### config.mk
export PLATFORM = sky130hd
export DESIGN_NAME = raster_scan_gen
export DESIGN_NICKNAME = d
export VERILOG_FILES = /design/src/rtl/raster_scan_gen_pkg.sv /design/src/rtl/raster_scan_gen_axis.sv /design/src/rtl/raster_scan_gen.sv
export SDC_FILE = /design/constraint.sdc
export NUM_CORES = 1
export LEC_CHECK = 0
export ABC_AREA = 1
export BUFFER_PORTS_ARGS = -buffer_cell sky130_fd_sc_hd__buf_2
export CORE_UTILIZATION = 48
export CTS_CLUSTER_SIZE = 28
export DETAILED_ROUTE_END_ITERATION = 8
export PLACE_DENSITY = 0.71
export SLEW_MARGIN = 10
export SYNTH_ARGS = -nofsm -noshare
export SYNTH_HDL_FRONTEND = slang
export SYNTH_SLANG_ARGS = --single-unit
### constraint.sdc
create_clock -name clk -period 3.2 [get_ports clk]
set_input_delay 0.32 -clock clk [delete_from_list [all_inputs] [get_ports clk]]
set_output_delay 0.32 -clock clk [all_outputs]
set_load 0.02 [all_outputs]
### src/rtl/raster_scan_gen_pkg.sv
// Shared types and default sizes for the raster scan generator.
package scan_pkg;

  localparam int DEF_MAX_W     = 1024;
  localparam int DEF_MAX_H     = 1024;
  localparam int DEF_ADDR_BITS = 20;

  typedef enum logic {
    IDLE = 1'b0,
    RUN  = 1'b1
  } scan_state_e;

  typedef enum logic {
    MODE_RASTER     = 1'b0,
    MODE_SERPENTINE = 1'b1
  } scan_mode_e;

endpackage

### src/rtl/raster_scan_gen_axis.sv
// One scan axis: up/down counter with load and a terminal-count flag.
// Terminal count is the limit when counting up and zero when counting down.
module scan_axis
  import scan_pkg::*;
#(
  parameter int W = 10
) (
  input  logic         clk,
  input  logic         rst,
  input  logic         load,
  input  logic [W-1:0] load_val,
  input  logic         en,
  input  logic         dir_down,
  input  logic [W-1:0] limit,
  output logic [W-1:0] cnt,
  output logic         tc
);

  logic [W-1:0] cnt_q, cnt_d;

  // Load wins over stepping; stepping direction chosen per row by the caller.
  always_comb begin
    cnt_d = cnt_q;
    if (load) begin
      cnt_d = load_val;
    end else if (en) begin
      cnt_d = dir_down ? (cnt_q - W'(1)) : (cnt_q + W'(1));
    end
  end

  // Counter register.
  always_ff @(posedge clk) begin
    if (rst) cnt_q <= '0;
    else     cnt_q <= cnt_d;
  end

  assign cnt = cnt_q;
  assign tc  = dir_down ? (cnt_q == '0) : (cnt_q == limit);

endmodule

### src/rtl/raster_scan_gen.sv
// Runtime-configurable 2D scan generator: one (x, y, address) beat per
// accepted handshake, raster or serpentine order, with repeat and abort.
// The address is tracked incrementally (row base + stride per row, +/-1
// within a row) so no multiplier is needed.
module raster_scan_gen
  import scan_pkg::*;
#(
  parameter int MAX_W     = DEF_MAX_W,
  parameter int MAX_H     = DEF_MAX_H,
  parameter int X_BITS    = $clog2(MAX_W),
  parameter int Y_BITS    = $clog2(MAX_H),
  parameter int ADDR_BITS = DEF_ADDR_BITS
) (
  input  logic                 clk,
  input  logic                 rst,
  input  logic                 start,
  input  logic                 abort,
  input  logic [X_BITS-1:0]    cfg_w_m1,
  input  logic [Y_BITS-1:0]    cfg_h_m1,
  input  logic                 cfg_mode,
  input  logic                 cfg_repeat,
  input  logic [ADDR_BITS-1:0] cfg_base,
  input  logic [ADDR_BITS-1:0] cfg_stride,
  output logic                 out_valid,
  input  logic                 out_ready,
  output logic [X_BITS-1:0]    out_x,
  output logic [Y_BITS-1:0]    out_y,
  output logic [ADDR_BITS-1:0] out_addr,
  output logic                 out_sol,
  output logic                 out_eol,
  output logic                 out_last,
  output logic                 busy,
  output logic                 done
);

  scan_state_e            state_q, state_d;
  logic                   done_q, done_d;
  logic [ADDR_BITS-1:0]   addr_q, addr_d;
  logic [ADDR_BITS-1:0]   row_base_q, row_base_d;

  // Latched frame configuration (data only, not reset).
  logic [X_BITS-1:0]      w_m1_q, w_m1_d;
  logic [Y_BITS-1:0]      h_m1_q, h_m1_d;
  scan_mode_e             mode_q, mode_d;
  logic                   repeat_q, repeat_d;
  logic [ADDR_BITS-1:0]   base_q, base_d;
  logic [ADDR_BITS-1:0]   stride_q, stride_d;

  logic                   x_load, x_en, x_tc;
  logic [X_BITS-1:0]      x_load_val, x_cnt, x_row_next;
  logic                   y_load, y_en, y_tc;
  logic [Y_BITS-1:0]      y_cnt;
  logic                   run, accept, row_rev, eol, last;

  assign run     = (state_q == RUN);
  assign accept  = run && out_ready;
  // Odd rows of a serpentine frame scan right-to-left.
  assign row_rev = (mode_q == MODE_SERPENTINE) && y_cnt[0];
  assign eol     = run && x_tc;
  assign last    = eol && y_tc;
  // Serpentine keeps x across the row step; raster returns to column 0.
  assign x_row_next = (mode_q == MODE_SERPENTINE) ? x_cnt : '0;

  scan_axis #(.W(X_BITS)) u_x_axis (
    .clk      (clk),
    .rst      (rst),
    .load     (x_load),
    .load_val (x_load_val),
    .en       (x_en),
    .dir_down (row_rev),
    .limit    (w_m1_q),
    .cnt      (x_cnt),
    .tc       (x_tc)
  );

  scan_axis #(.W(Y_BITS)) u_y_axis (
    .clk      (clk),
    .rst      (rst),
    .load     (y_load),
    .load_val ('0),
    .en       (y_en),
    .dir_down (1'b0),
    .limit    (h_m1_q),
    .cnt      (y_cnt),
    .tc       (y_tc)
  );

  // Next state, config latch, counter controls and address stepping.
  always_comb begin
    state_d    = state_q;
    done_d     = 1'b0;
    addr_d     = addr_q;
    row_base_d = row_base_q;
    w_m1_d     = w_m1_q;
    h_m1_d     = h_m1_q;
    mode_d     = mode_q;
    repeat_d   = repeat_q;
    base_d     = base_q;
    stride_d   = stride_q;
    x_load     = 1'b0;
    x_load_val = '0;
    x_en       = 1'b0;
    y_load     = 1'b0;
    y_en       = 1'b0;
    case (state_q)
      IDLE: begin
        if (start && !abort) begin
          state_d    = RUN;
          w_m1_d     = cfg_w_m1;
          h_m1_d     = cfg_h_m1;
          mode_d     = scan_mode_e'(cfg_mode);
          repeat_d   = cfg_repeat;
          base_d     = cfg_base;
          stride_d   = cfg_stride;
          x_load     = 1'b1;
          y_load     = 1'b1;
          addr_d     = cfg_base;
          row_base_d = cfg_base;
        end
      end
      RUN: begin
        if (abort) begin
          state_d = IDLE;
        end else if (accept) begin
          if (last) begin
            // Frame complete: rewind to (0,0) for either repeat or next start.
            done_d     = 1'b1;
            state_d    = repeat_q ? RUN : IDLE;
            x_load     = 1'b1;
            y_load     = 1'b1;
            addr_d     = base_q;
            row_base_d = base_q;
          end else if (x_tc) begin
            y_en       = 1'b1;
            x_load     = 1'b1;
            x_load_val = x_row_next;
            addr_d     = row_base_q + stride_q + ADDR_BITS'(x_row_next);
            row_base_d = row_base_q + stride_q;
          end else begin
            x_en   = 1'b1;
            addr_d = row_rev ? (addr_q - ADDR_BITS'(1)) : (addr_q + ADDR_BITS'(1));
          end
        end
      end
      default: state_d = IDLE;
    endcase
  end

  // Control and address registers.
  always_ff @(posedge clk) begin
    if (rst) begin
      state_q    <= IDLE;
      done_q     <= 1'b0;
      addr_q     <= '0;
      row_base_q <= '0;
    end else begin
      state_q    <= state_d;
      done_q     <= done_d;
      addr_q     <= addr_d;
      row_base_q <= row_base_d;
    end
  end

  // Frame configuration registers.
  always_ff @(posedge clk) begin
    w_m1_q   <= w_m1_d;
    h_m1_q   <= h_m1_d;
    mode_q   <= mode_d;
    repeat_q <= repeat_d;
    base_q   <= base_d;
    stride_q <= stride_d;
  end

  assign out_valid = run;
  assign busy      = run;
  assign done      = done_q;
  assign out_x     = x_cnt;
  assign out_y     = y_cnt;
  assign out_addr  = addr_q;
  assign out_sol   = run && (row_rev ? (x_cnt == w_m1_q) : (x_cnt == '0));
  assign out_eol   = eol;
  assign out_last  = last;

endmodule

Yosys cells after proc, flatten, opt, wreduce, memory -nomap -nowiden

Index checks and enable logic that the tools add are counted.

$add $sub $neg: 7
Multipliers: 0
Div/mod/pow operators: 0
Order comparisons: 0
Equality and inequality tests: 6
Shift operators: 0
Multiplexer cells: 47
Bitwise operators: 1
Reduce and logical (&&, ||, !) cells: 14

Operators by type and width:

| kind                  | number |
|---|---|
| $mux 20               | 10 |
| $mux 10               | 9 |
| $pmux 20 s2           | 2 |
| $mux 1                | 23 |
| $add 10x1->10 const B | 2 |
| $add 20x1->20 const B | 1 |
| $add 20x10->20        | 1 |
| $add 20x20->20        | 1 |
| $eq 10x10->1          | 2 |
| $sub 20x1->20 const B | 1 |
| $logic_not 10->1      | 1 |
| $sub 10x1->10 const B | 1 |
| $logic_and 1x1->1     | 6 |
| $pmux 1 s2            | 3 |
| $ne 2x2->1 const B    | 2 |
| $reduce_and 4->1      | 1 |
| $reduce_or 2->1       | 2 |
| $ne 3x2->1 const B    | 1 |
| $reduce_and 3->1      | 1 |
| $ne 2x1->1 const B    | 1 |
| $reduce_and 2->1      | 1 |
| $reduce_bool 2->1     | 1 |
| $logic_not 1->1       | 1 |
| $not 1->1             | 1 |

Bits in registers: 124
Latch bits: 0
RAM bits: 0
Memory bits (read-only): 0
Bits of input ports: 67
Output and inout port bits: 46
Memories: 0

Longest topological paths before layout

Gate-level depths: netlist (run 1).

Word-level depth: 10
Mapped depth: 23
Depth with buffers taken out: 23

Cells and area by module

Synthesis (run 1) repeated with hierarchy kept, for this count alone.

Cell total of the unflattened synthesis: 1341
Area, all modules: 9530.4 um^2

By module, submodules not included:

| module          | instances | cells each | area an instance (um^2) | seq. area each (um^2) |
|---|---|---|---|---|
| raster_scan_gen | 1         | 1019       | 7430.9                  | 2702.6 |
| scan_axis       | 2         | 161        | 1049.8                  | 200.2 |

Worst setup path after synthesis (run 1)

OpenSTA, ideal clock, no wires.

Path type: register -> register
Start point: register u_y_axis.cnt_q[0] (netlist: u_y_axis.cnt[0])
End point: register addr_q[9] (netlist: out_addr[9])
Data arrival time: 3.017 ns
Data required time: 3.130 ns
Slack: 0.114 ns
Stages on the path, launching flop included: 17
Path buffers: 0
Path through: dfxtp_1 -> nand2_1 -> inv_1 -> ha_1 -> a21oi_1 -> nand2_1 -> a21boi_0 -> o21ai_0 -> inv_1 -> o21bai_1 -> a21oi_1 -> o21ai_0 -> o21ai_0 -> nand2_1 -> o21ai_0 -> nand2_1 -> a21oi_1

Longest elaborated chain between the ends: 8
Elaborated cells between the ends (all ways): 11
Classes of those cells: eq/ne: 1; mux: 7; reduce/logical: 3

RTL lines:

| item                                                 | RTL line                   | text |
|---|---|---|
| from (decl)                                          | raster_scan_gen_axis.sv:19 | `logic [W-1:0] cnt_q, cnt_d;` |
| from (signal assigned)                               | raster_scan_gen_axis.sv:34 | `else cnt_q <= cnt_d;` |
| branches (longest 4 deep; another with $eq 10x10->1) | --                         |  |
| $mux 20 (*)                                          | raster_scan_gen.sv:125     | `if (last) begin` |
| $mux 20 (*)                                          | raster_scan_gen.sv:124     | `end else if (accept) begin` |
| $mux 20 (*)                                          | raster_scan_gen.sv:122     | `if (abort) begin` |
| $pmux 20 s2 (*)                                      | raster_scan_gen.sv:105     | `case (state_q)` |
| to (signal assigned)                                 | raster_scan_gen.sv:159     | `addr_q <= addr_d;` |
| to (decl)                                            | raster_scan_gen.sv:38      | `logic [ADDR_BITS-1:0] addr_q, addr_d;` |

Every way passes the cells marked *. The select of a mux whose other input is x is not followed.
A chain may end at the register's enable or synchronous reset.

Final worst setup path (run 1)

Start point: register stride_q[1]
End point: register addr_q[18] (netlist: out_addr[18])

Longest elaborated chain between the ends: 7

RTL lines:

| item                   | RTL line               | text |
|---|---|---|
| from (decl)            | raster_scan_gen.sv:47  | `logic [ADDR_BITS-1:0] stride_q, stride_d;` |
| from (signal assigned) | raster_scan_gen.sv:171 | `stride_q <= stride_d;` |
| $add 20x20->20         | raster_scan_gen.sv:137 | `addr_d = row_base_q + stride_q + ADDR_BITS'(x_row_next);` |
| $add 20x10->20         | raster_scan_gen.sv:137 |  |
| $mux 20                | raster_scan_gen.sv:133 | `end else if (x_tc) begin` |
| $mux 20                | raster_scan_gen.sv:125 |  |
| $mux 20                | raster_scan_gen.sv:124 |  |
| $mux 20                | raster_scan_gen.sv:122 |  |
| $pmux 20 s2            | raster_scan_gen.sv:105 |  |

Every way passes these cells. The select of a mux whose other input is x is not followed.

==> summary.md, run 1 <==
| Metric | Value |
|---|---|
| Yosys top cell by area | edfxtp_1 |
| Critical path class | flop to flop |
| Die X | approximately 140 um |
| RSZ-0062 raised after global routing | yes |
| Crit path launch | stride_q[1] |
| Mux cell area share after synthesis | 0% |
| Fin crit share | 103% |
| Final Max Slew Viols | 0 |
| XOR/XNOR Fraction of Synth Area | 4.39% |
| Placement Rows | slightly below 50 |
| Core Region | about 18000 um2 |
| Ports | 113 |
| Total congestion overflow | 0 |
| TritonCTS clock tree | done |
| Static Leak | slightly above 5 nW |
| Clock-pin slew on the worst setup and hold paths | approximately 0.060 ns |
| Max-capacitance violation count | 0 |
| WP buf/inv | 1 |
| Area added between synthesis and finish | 23.9% |
| Synth warn | 0 |
| DR WL/cell | 16.0 um |
| Largest net degree at the start of global routing | 63 |
| Tot Pwr | slightly above 5 mW |
| Dpl hpwl | 18500 um |
| Max VDD drop | around 0.00038 V |
| Hold Path Class | input port to flop |
| Post-synthesis adder-cell area fraction | between 9 and 10% |
| Setup Total Neg Slack | -0.277 ns |
| Reg2Reg Setup Slack | -0.11 ns |
| Actual transition at the worst max-transition pin | roughly 0.85 ns |
| FF-to-FF path depth | 23 |
| Post-Synth Simple-Gate Area | roughly a quarter |
| Crit path depth | 23 |
| Required @ worst endpoint | ~3.5 ns |
| Die height | between 100 and 150 um |
| Sequence of cells on the critical path | buf_6, fa_2, nand3_2, nand3_4, nand2_2, nand2_4, xor2_4, ha_4, nand2_2, nor2_1, nand2_1, nand2_1, a21oi_2, nor2_2, nand2_2, nor2_4, nand2_1, nand2_1, nand3_2, nand3_2, o21ai_1, nand2_1, a21oi_2 |
| Crit path largest cell delay | about 0.5 ns |
| Area contributors post-synth | edfxtp_1, dfxtp_1, nand2_1 |
| Worst-skew pair later-pin latency | between 0.4 and 0.5 ns |
| Synth top area share | between 20% and 30% |
| Setup violators final | 6 |
| Delay-heaviest family, CP | simple AND/OR/NAND/NOR gates |
| CP endpoint | out_addr[18] |
| Period minus WS final | approximately 3.3 ns |
| Post-Syn Nets | 1345 |
| Total track usage | ~27% |
| Vias | slightly below 9k |
| Synthesized area | just under 9000 um2 |
| Sequential area share after synthesis | between 30% and 40% |
| Detail Route Antenna Nets | 0 |
| Vias in the first global route | slightly below 8k |
| Crit path capture type | flop |
| Count of final hold-check violations | 0 |
| Critical path peak fanout | 4 |
| Hold path startpoint | cfg_h_m1[5] |
| Clock Tree Buf Depth | 2 |
| Worst flop-to-flop path endpoint | out_addr[18] |
| Clock tree sinks | 124 |
| Post-synth top cells | nand2_1, inv_1, o21ai_0 |
| DR iter-0 viols | around 800 |
| Final worst setup slack | -0.108 ns |
| Routed WL | around 25000 um |
| Top-count cell post-synth | nand2_1 |
| Fin nets | about 1.5k |
| Post-synthesis register bit count | roughly 120 |
| Post-synth top flop | edfxtp_1 |
| Fmax | approximately 300 MHz |
| Clk_skew | 0.00997 ns |
| Ant diodes | 0 |
| RR Startpoint | stride_q[1] |
| Relative max-transition margin | ~43% |
| Initial antenna violation count | 0 |
| Netlist cell types | between 40 and 50 |
| Worst path slowest cell | edfxtp_1 |
| Placer Congestion | a little over 0.9 |
| Die ar. | about 19000 um2 |
| Port-buffer cells | ~110 |
| CP arrival | roughly 3.6 ns |
| Starting Density | between 40% and 50% |
| Post-synth EDFFs | between 60 and 70 |
| Failing checks | setup timing |
| DRC | 0 |
| Most frequent cell on the critical path | nand2_1 |
| Depth of the CTS H-tree | 4 |
| Cts bufs inserted | 17 |
| First-pass GRT wire length | around 40000 um |
| Cell Pwr Density | 466 nW/um2 |
| Pre-antenna DRT Iters | 5 |
| Layout cells sized above 1 | about a fifth |
| Largest family of logic cells by synthesized area | simple AND/OR/NAND/NOR gates |
| Startpoint type of the worst setup path | flop |
| Compound-gate portion of the synthesized area | 17.8% |
| Outcome | finished with violations |
| Vias per Instance | ~5.5 |
| Post-Syn Instances | roughly 1.2k |
| Root buf cell | clkbuf_16 |
| Ys async rst share | 0% |
| Syn avg cell area | ~7.2 um2 |
where the power goes:
part           switching (mW)  internal (mW)
logic                   0.678          0.426
clock network           0.753           1.38
registers              0.0726           1.76
total                    1.50           3.57
cell families (layout without fill, tap and decap cells):
group                    after synthesis  in the layout
AND/OR/NAND/NOR                      508            508
buffers and inverters                196            343
XOR/XNOR                              44             44
adder cells (fa/ha/maj)               61             61
flip-flops                           124            124
AO/OA/AOI/OAI                        284            284
registers in the layout, summed over array words and instances (netlist names):
name,flops
busy,1
base_q,20
u_x_axis.cnt,10
out_addr,20
stride_q,20
done,1
h_m1_q,10
row_base_q,20
repeat_q,1
w_m1_q,10
mode_q,1
u_y_axis.cnt,10
per-layer routing:
metal / vias up / global-route usage (%) / part of all wire (%)
met1: 4039 / 39.2 / 46
met2: 362 / 41.7 / 44
met4: 0 / 7.39 / 1.8
met3: 36 / 5.59 / 8.2
li1: 4359 / - / -
met5: - / 0 / 0
worst min path at each step:
stage | to | slack (ns) | depth (start not counted)
5_1_grt | h_m1_q[2] | 0.05 | 1
2_1_floorplan | busy | 0.39 | 1
3_3_place_gp | stride_q[12] | 0.50 | 1
3_5_place_dp | stride_q[12] | 0.50 | 1
4_1_cts | h_m1_q[5] | 0.05 | 1
6_report | h_m1_q[5] | 0.06 | 1
placed cells by master, fill, tap and decap left out, types with 10 or more instances in the layout:
cell       synthesis  final
xor2_1            27     21
xnor2_1           17     16
dfxtp_1           62     62
a31oi_1           26     26
buf_2             14    112
o211ai_1          10     10
o21ai_1            7     12
inv_1            154    150
o21ai_0          112    103
nor2_1            70     65
clkbuf_16          0     17
nand3_1           51     43
edfxtp_1          62     62
ha_1              57     43
ha_4               0     13
nand4_1           13     13
nand2_1          330    316
a21oi_1          102     90
a21oi_2            0     11
buf_4              1     38
stage by stage:
stage	instances	setup WS [ns]	utilization (%)	instance area, um2	hold slack [ns]
after floorplan	1217	0.114	-	8780	0.389
after global placement	1549	-0.111	53.8	9660	0.497
after detailed placement	1549	-0.199	53.8	9660	0.498
after CTS	1584	-0.0605	58.0	10400	0.0470
after global routing	1593	-0.240	60.6	10900	0.0540
final	1593	-0.108	60.6	10900	0.0610
cell type report:
type / count / area (um2)
fillers: 1605 / 7080
multi-input cells: 897 / 5380
flip-flops and latches: 124 / 3100
repair buffers: 152 / 868
inverters: 159 / 604
clock buffers: 17 / 425
well taps: 229 / 287
clock inverters: 15 / 220
repair_timing:
item | CTS | global route
hold buffers | 0 | 0
gates resized for setup | 17 | 81
endpoints found under the setup margin | 35 | 16
gates cloned | 0 | 0
pin swaps | 5 | 39
buffers inserted | 3 | 9
(Power assumes the default switching activity.)
==> run 2, diff against run 1 <==
--- a/config.mk
+++ b/config.mk
@@ -15,3 +15,4 @@
 export SYNTH_ARGS = -nofsm -noshare
 export SYNTH_HDL_FRONTEND = slang
 export SYNTH_SLANG_ARGS = --single-unit
+export TNS_END_PERCENT = 50
==> summary.md, run 2 (synthesis gave the netlist of run 1 again) <==
| Metric | Value |
|---|---|
| Required @ worst endpoint | 3.52 ns (about the same) |
| Vias in the first global route | 7773 (unchanged) |
| Clock-pin slew on the worst setup and hold paths | 0.06 ns (about the same) |
| Clock Tree Buf Depth | 2 (unchanged) |
| Vias per Instance | 5.52 (about the same) |
| Layout cells sized above 1 | 20.7% (unchanged) |
| Worst-skew pair later-pin latency | 0.43 ns (about the same) |
| Tot Pwr | 5.07 mW (about the same) |
| Sequence of cells on the critical path | buf_6, fa_2, nand3_2, nand3_4, nand2_2, nand2_4, xor2_4, ha_4, nand2_2, nor2_1, nand2_1, nand2_1, a21oi_2, nor2_2, nand2_2, nor2_4, nand2_1, nand2_1, nand3_2, nand3_2, o21ai_1, nand2_1, a21oi_2 |
| DRC | 0 (unchanged) |
| Hold Path Class | input port to flop |
| DR iter-0 viols | 840 (+5.3%) |
| Max VDD drop | 0.000378 V (about the same) |
| Fillers | 1605 (unchanged) |
| Crit path largest cell delay | 0.50 ns (about the same) |
| Detail Route Antenna Nets | 0 (unchanged) |
| Failing checks | setup timing |
| Worst path slowest cell | edfxtp_1 |
| Setup violators final | 6 (unchanged) |
| Final worst setup slack | -0.110 ns (-0.00213 ns) |
| Total congestion overflow | 0 (unchanged) |
| Actual transition at the worst max-transition pin | 0.851 ns (-0.00196 ns) |
| Final Max Slew Viols | 0 (unchanged) |
| Die X | 137 um (unchanged) |
| Clk_skew | 0.00996 ns (-0.0000144 ns) |
| Starting Density | 48.9% (unchanged) |
| RSZ-0062 raised after global routing | yes |
| Fin crit share | 103% (about the same) |
| Outcome | finished with violations |
| Core Region | 18000 um2 (unchanged) |
| CP arrival | 3.63 ns (about the same) |
| Most frequent cell on the critical path | nand2_1 |
| Placer Congestion | 0.911 (unchanged) |
| Startpoint type of the worst setup path | flop |
| Static Leak | 5.14 nW (about the same) |
| Largest net degree at the start of global routing | 63 (unchanged) |
| Relative max-transition margin | 43.3% (+0.13 points) |
| Design area | 10900 um2 (unchanged) |
| Cell Pwr Density | 466 nW/um2 (about the same) |
| Routed WL | 25500 um (about the same) |
| Area added between synthesis and finish | 23.9% (unchanged) |
| Period minus WS final | 3.31 ns (+0.00213 ns) |
| Critical path peak fanout | 4 (unchanged) |
| Root buf cell | clkbuf_16 |
| Port-buffer cells | 112 (unchanged) |
| Ant diodes | 0 (unchanged) |
| WP buf/inv | 1 (unchanged) |
| Critical path class | flop to flop |
| Depth of the CTS H-tree | 4 (unchanged) |
| Placement Rows | 49 (unchanged) |
| Pre-antenna DRT Iters | 5 (unchanged) |
| Cts bufs inserted | 17 (unchanged) |
| DR WL/cell | 16.0 um (about the same) |
| Initial antenna violation count | 0 (unchanged) |
| Hold buffer count at cts | 0 (unchanged) |
| Crit path capture type | flop |
| Die height | 137 um (unchanged) |
| Vias | 8794 (-0.023%) |
| Ports | 113 (unchanged) |
| Die ar. | 18800 um2 (unchanged) |
| Max-capacitance violation count | 0 (unchanged) |
| Fmax | 302 MHz (about the same) |
| Area after DPL | 9660 um2 (unchanged) |
| Most frequent cells in the layout | nand2_1, inv_1, buf_2 |
| First-pass GRT wire length | 39600 um (unchanged) |
| Most common library cell in the layout ignoring fill and taps | nand2_1 |
| Dpl hpwl | 18500 um (unchanged) |
| Fin util | 60.6% (unchanged) |
| TritonCTS clock tree | done |
| Total track usage | 27.4% (unchanged) |
| Count of final hold-check violations | 0 (unchanged) |
| Delay-heaviest family, CP | simple AND/OR/NAND/NOR gates |
| Fin nets | 1479 (unchanged) |
| Clock tree sinks | 124 (unchanged) |
run 2: cell counts in the layout (fill, tap and decap cells not counted):
No cell type changed its count.
run 2: power breakdown:
part	internal (mW)	leakage (nW)	switching (mW)
Sequential	1.76	1.09	0.0729
Combinational	0.426	3.74	0.677
Clock	1.38	0.315	0.753
Total	3.57	5.14	1.50
run 2: final cells by class:
class | count | area [um2] | share of cell area [%]
inverters | 159 | 604 | 5.55
clock inverters | 15 | 220 | 2.02
flip-flops and latches | 124 | 3100 | 28.5
well taps | 229 | 287 | 2.63
multi-input cells | 897 | 5380 | 49.4
clock buffers | 17 | 425 | 3.91
repair buffers | 152 | 868 | 7.98
run 2: stage by stage:
step | std cells | hold slack, ns | setup WS (ns) | setup TNS, ns
floorplan | 1217 | 0.389 | 0.114 | 0
global placement | 1549 | 0.497 | -0.111 | -0.593
detailed placement | 1549 | 0.498 | -0.199 | -3.76
CTS | 1584 | 0.0470 | -0.0605 | -0.127
global route | 1593 | 0.0540 | -0.240 | -1.69
finish | 1593 | 0.0610 | -0.110 | -0.265
run 2: routing by layer:
| metal | GRT usage, % | part of all wire (%) |
|---|---|---|
| met1 | 39.2 | 46 |
| met2 | 41.7 | 44 |
| met3 | 5.59 | 7.8 |
| met4 | 7.39 | 1.8 |
| met5 | 0 | 0 |
run 2: repair_timing:
| item | in CTS | in global routing |
|---|---|---|
| pin swaps | 5 | 39 |
| gates resized for setup | 17 | 80 |
| setup endpoints to repair | 35 | 16 |
| hold endpoints to repair | 0 | 0 |
| buffers inserted | 3 | 9 |
run 2: path summary, 6_finish.rpt:
| check | start | to | slack (ns) | depth (start not counted) |
|---|---|---|---|---|
| worst max register to register | stride_q[1] | out_addr[18] | -0.11 | 23 |
| worst max-delay path | stride_q[1] | out_addr[18] | -0.11 | 23 |
| worst min register to register | u_y_axis.cnt[3] | u_y_axis.cnt[3] | 0.52 | 2 |
| worst min-delay path | cfg_h_m1[5] | h_m1_q[5] | 0.06 | 1 |
==> run 3, diff against run 2 <==
--- a/config.mk
+++ b/config.mk
@@ -8,9 +8,12 @@
 export ABC_AREA = 1
 export BUFFER_PORTS_ARGS = -buffer_cell sky130_fd_sc_hd__buf_2
 export CORE_UTILIZATION = 48
+export CTS_BUF_LIST = sky130_fd_sc_hd__clkbuf_4 sky130_fd_sc_hd__clkbuf_8
 export CTS_CLUSTER_SIZE = 28
 export DETAILED_ROUTE_END_ITERATION = 8
+export GPL_ROUTABILITY_DRIVEN = 0
 export PLACE_DENSITY = 0.71
+export REMOVE_ABC_BUFFERS = 1
 export SLEW_MARGIN = 10
 export SYNTH_ARGS = -nofsm -noshare
 export SYNTH_HDL_FRONTEND = slang
==> summary.md, run 3 (synthesis gave the netlist of run 1 again) <==
| Metric | Value |
|---|---|
| Initial antenna violation count | 0 (unchanged) |
| Vias | 8673 (-1.4%) |
| Cts bufs inserted | 17 (unchanged) |
| Routed WL | 24600 um (-3.2%) |
| Die ar. | 18800 um2 (unchanged) |
| Count of final hold-check violations | 0 (unchanged) |
| Static Leak | 4.95 nW (-3.7%) |
| Fin nets | 1475 (-0.27%) |
| Max VDD drop | 0.000209 V (-45%) |
| Placement Rows | 49 (unchanged) |
| Dpl hpwl | 18200 um (-1.6%) |
| Sequence of cells on the critical path | ha_4, buf_4, nand3_1, nand3_2, nand2_1, nand2_2, xor2_1, ha_1, nand2_1, o21ai_1, nand2_1, nand2_1, a21oi_2, nor2_2, buf_4, nand3_2, o21bai_1, nand3_1, nand3_1, nand2_1, nand2_1, a21oi_2 |
| Worst path slowest cell | edfxtp_1 |
| Critical path class | flop to flop |
| Crit path capture type | flop |
| Met2 Track Usage GR | 41.6% (-0.11 points) |
| Clock Tree Buf Depth | 2 (unchanged) |
| DR WL/cell | 15.5 um (-2.9%) |
| Ant diodes | 0 (unchanged) |
| Clk_skew | 0.0117 ns (+0.00171 ns) |
| First-pass GRT wire length | 38500 um (-2.8%) |
| Vias in the first global route | 7794 (+0.27%) |
| WP buf/inv | 2 (+1) |
| Starting Density | 48.9% (unchanged) |
| Detail Route Antenna Nets | 0 (unchanged) |
| Clock tree sinks | 124 (unchanged) |
| Critical path peak fanout | 5 (+1) |
| Setup Total Neg Slack | 0 ns (+0.265 ns) |
| Die height | 137 um (unchanged) |
| Area added between synthesis and finish | 18.6% |
| Layout cells sized above 1 | 19.3% (-1.4 points) |
| Met3 Usage GRT | 4.34% (-1.3 points) |
| Crit path largest cell delay | 0.42 ns (-0.08 ns) |
| Fin crit share | 99.1% (-4.4 points) |
| Clock-pin slew on the worst setup and hold paths | 0.08 ns (+0.02 ns) |
| Area after DPL | 9650 um2 (-0.16%) |
| Total congestion overflow | 0 (unchanged) |
| Max-capacitance violation count | 0 (unchanged) |
| RSZ-0062 raised after global routing | yes |
| Root buf cell | clkbuf_8 |
| Relative max-transition margin | 47.0% (+3.7 points) |
| DRC | 0 (unchanged) |
| GR Util met1 | 37.0% (-2.2 points) |
| Core Region | 18000 um2 (unchanged) |
| Period minus WS final | 3.17 ns (-0.140 ns) |
| Hold Path Class | input port to flop |
| Most frequent cells in the layout | nand2_1, inv_1, buf_2 |
| Delay-heaviest family, CP | simple AND/OR/NAND/NOR gates |
| Required @ worst endpoint | 3.55 ns (+0.03 ns) |
| Actual transition at the worst max-transition pin | 0.794 ns (-0.0569 ns) |
| Ports | 113 (unchanged) |
| Pre-antenna DRT Iters | 5 (unchanged) |
| Port-buffer cells | 112 (unchanged) |
| Outcome | completed |
| TritonCTS clock tree | done |
| GRT Max-Usage Layer | met2 |
| Hold buffer count at cts | 0 (unchanged) |
| Design area | 10400 um2 (-4.3%) |
| Die X | 137 um (unchanged) |
| DR iter-0 viols | 647 (-23%) |
| Vias per Instance | 5.46 (-1.1%) |
| CP arrival | 3.52 ns (-0.11 ns) |
| Worst-skew pair later-pin latency | 0.45 ns (+0.02 ns) |
| Final Max Slew Viols | 0 (unchanged) |
| Largest net degree at the start of global routing | 58 (-7.9%) |
| Most frequent cell on the critical path | nand2_1 |
| Fmax | 315 MHz (+4.4%) |
| Startpoint type of the worst setup path | flop |
| Most common library cell in the layout ignoring fill and taps | nand2_1 |
| Depth of the CTS H-tree | 4 (unchanged) |
| Cell Pwr Density | 394 nW/um2 (-16%) |
| Total track usage | 26.6% (-0.86 points) |
| Setup violators final | 0 (-6) |
[run 3: worst paths after layout]
kind                        start         endpoint  slack, ns  cells past startpoint
setup / recovery      stride_q[0]     out_addr[16]       0.03                     22
hold / removal        cfg_w_m1[0]        w_m1_q[0]       0.04                      1
setup reg to reg      stride_q[0]     out_addr[16]       0.03                     22
hold reg to reg   u_y_axis.cnt[3]  u_y_axis.cnt[3]       0.52                      2
[run 3: area by class of cell]
type	instances	area (um2)
Tap cell	229	287
Inverter	159	601
Multi-Input combinational cell	897	5230
Fill cell	1661	7540
Sequential cell	124	3100
Timing Repair Buffer	148	847
Clock buffer	21	277
Clock inverter	11	71.3
[run 3: per-layer routing]
layer | vias to the layer above | share of wire [%]
met1 | 4001 | 46
li1 | 4335 | -
met4 | 0 | 1.9
met2 | 305 | 45
met5 | - | 0
met3 | 32 | 7.5
[run 3: power breakdown]
group          switching (mW)  total (mW)  internal (mW)
clock                   0.652        1.24          0.584
combinational           0.642        1.04          0.394
sequential             0.0709        1.83           1.76
[run 3: worst register-to-register path: cells and delay by family, from the launching register on]
kind | cells | cell delay (ns)
and+or+nand+nor | 13 | 1.16
adders and majority gates | 2 | 0.59
AOI/OAI and AO/OA | 4 | 0.45
DFF | 1 | 0.42
buffers and inverters | 2 | 0.28
xor gates and xnor gates | 1 | 0.18
[run 3: timing repair]
action / CTS / global route
pin swaps: 14 / 21
resized for setup: 20 / 50
hold endpoints to repair: 0 / 0
setup endpoints to repair: 9 / 18
setup buffers: 3 / 7
[run 3: per-stage QoR]
step           std cells  setup slack [ns]  utilization, %  total power [mW]  hold slack (ns)
6_report            1589            0.0299            58.0              4.10           0.0370
5_1_grt             1589            -0.186            58.0              4.30           0.0118
4_1_cts             1582          -0.00930            56.2              4.02           0.0128
3_5_place_dp        1547            -0.159            53.7              2.77            0.498
3_3_place_gp        1547           -0.0273            53.7              2.75            0.496
2_1_floorplan       1180             -1.34               -              2.46            0.389
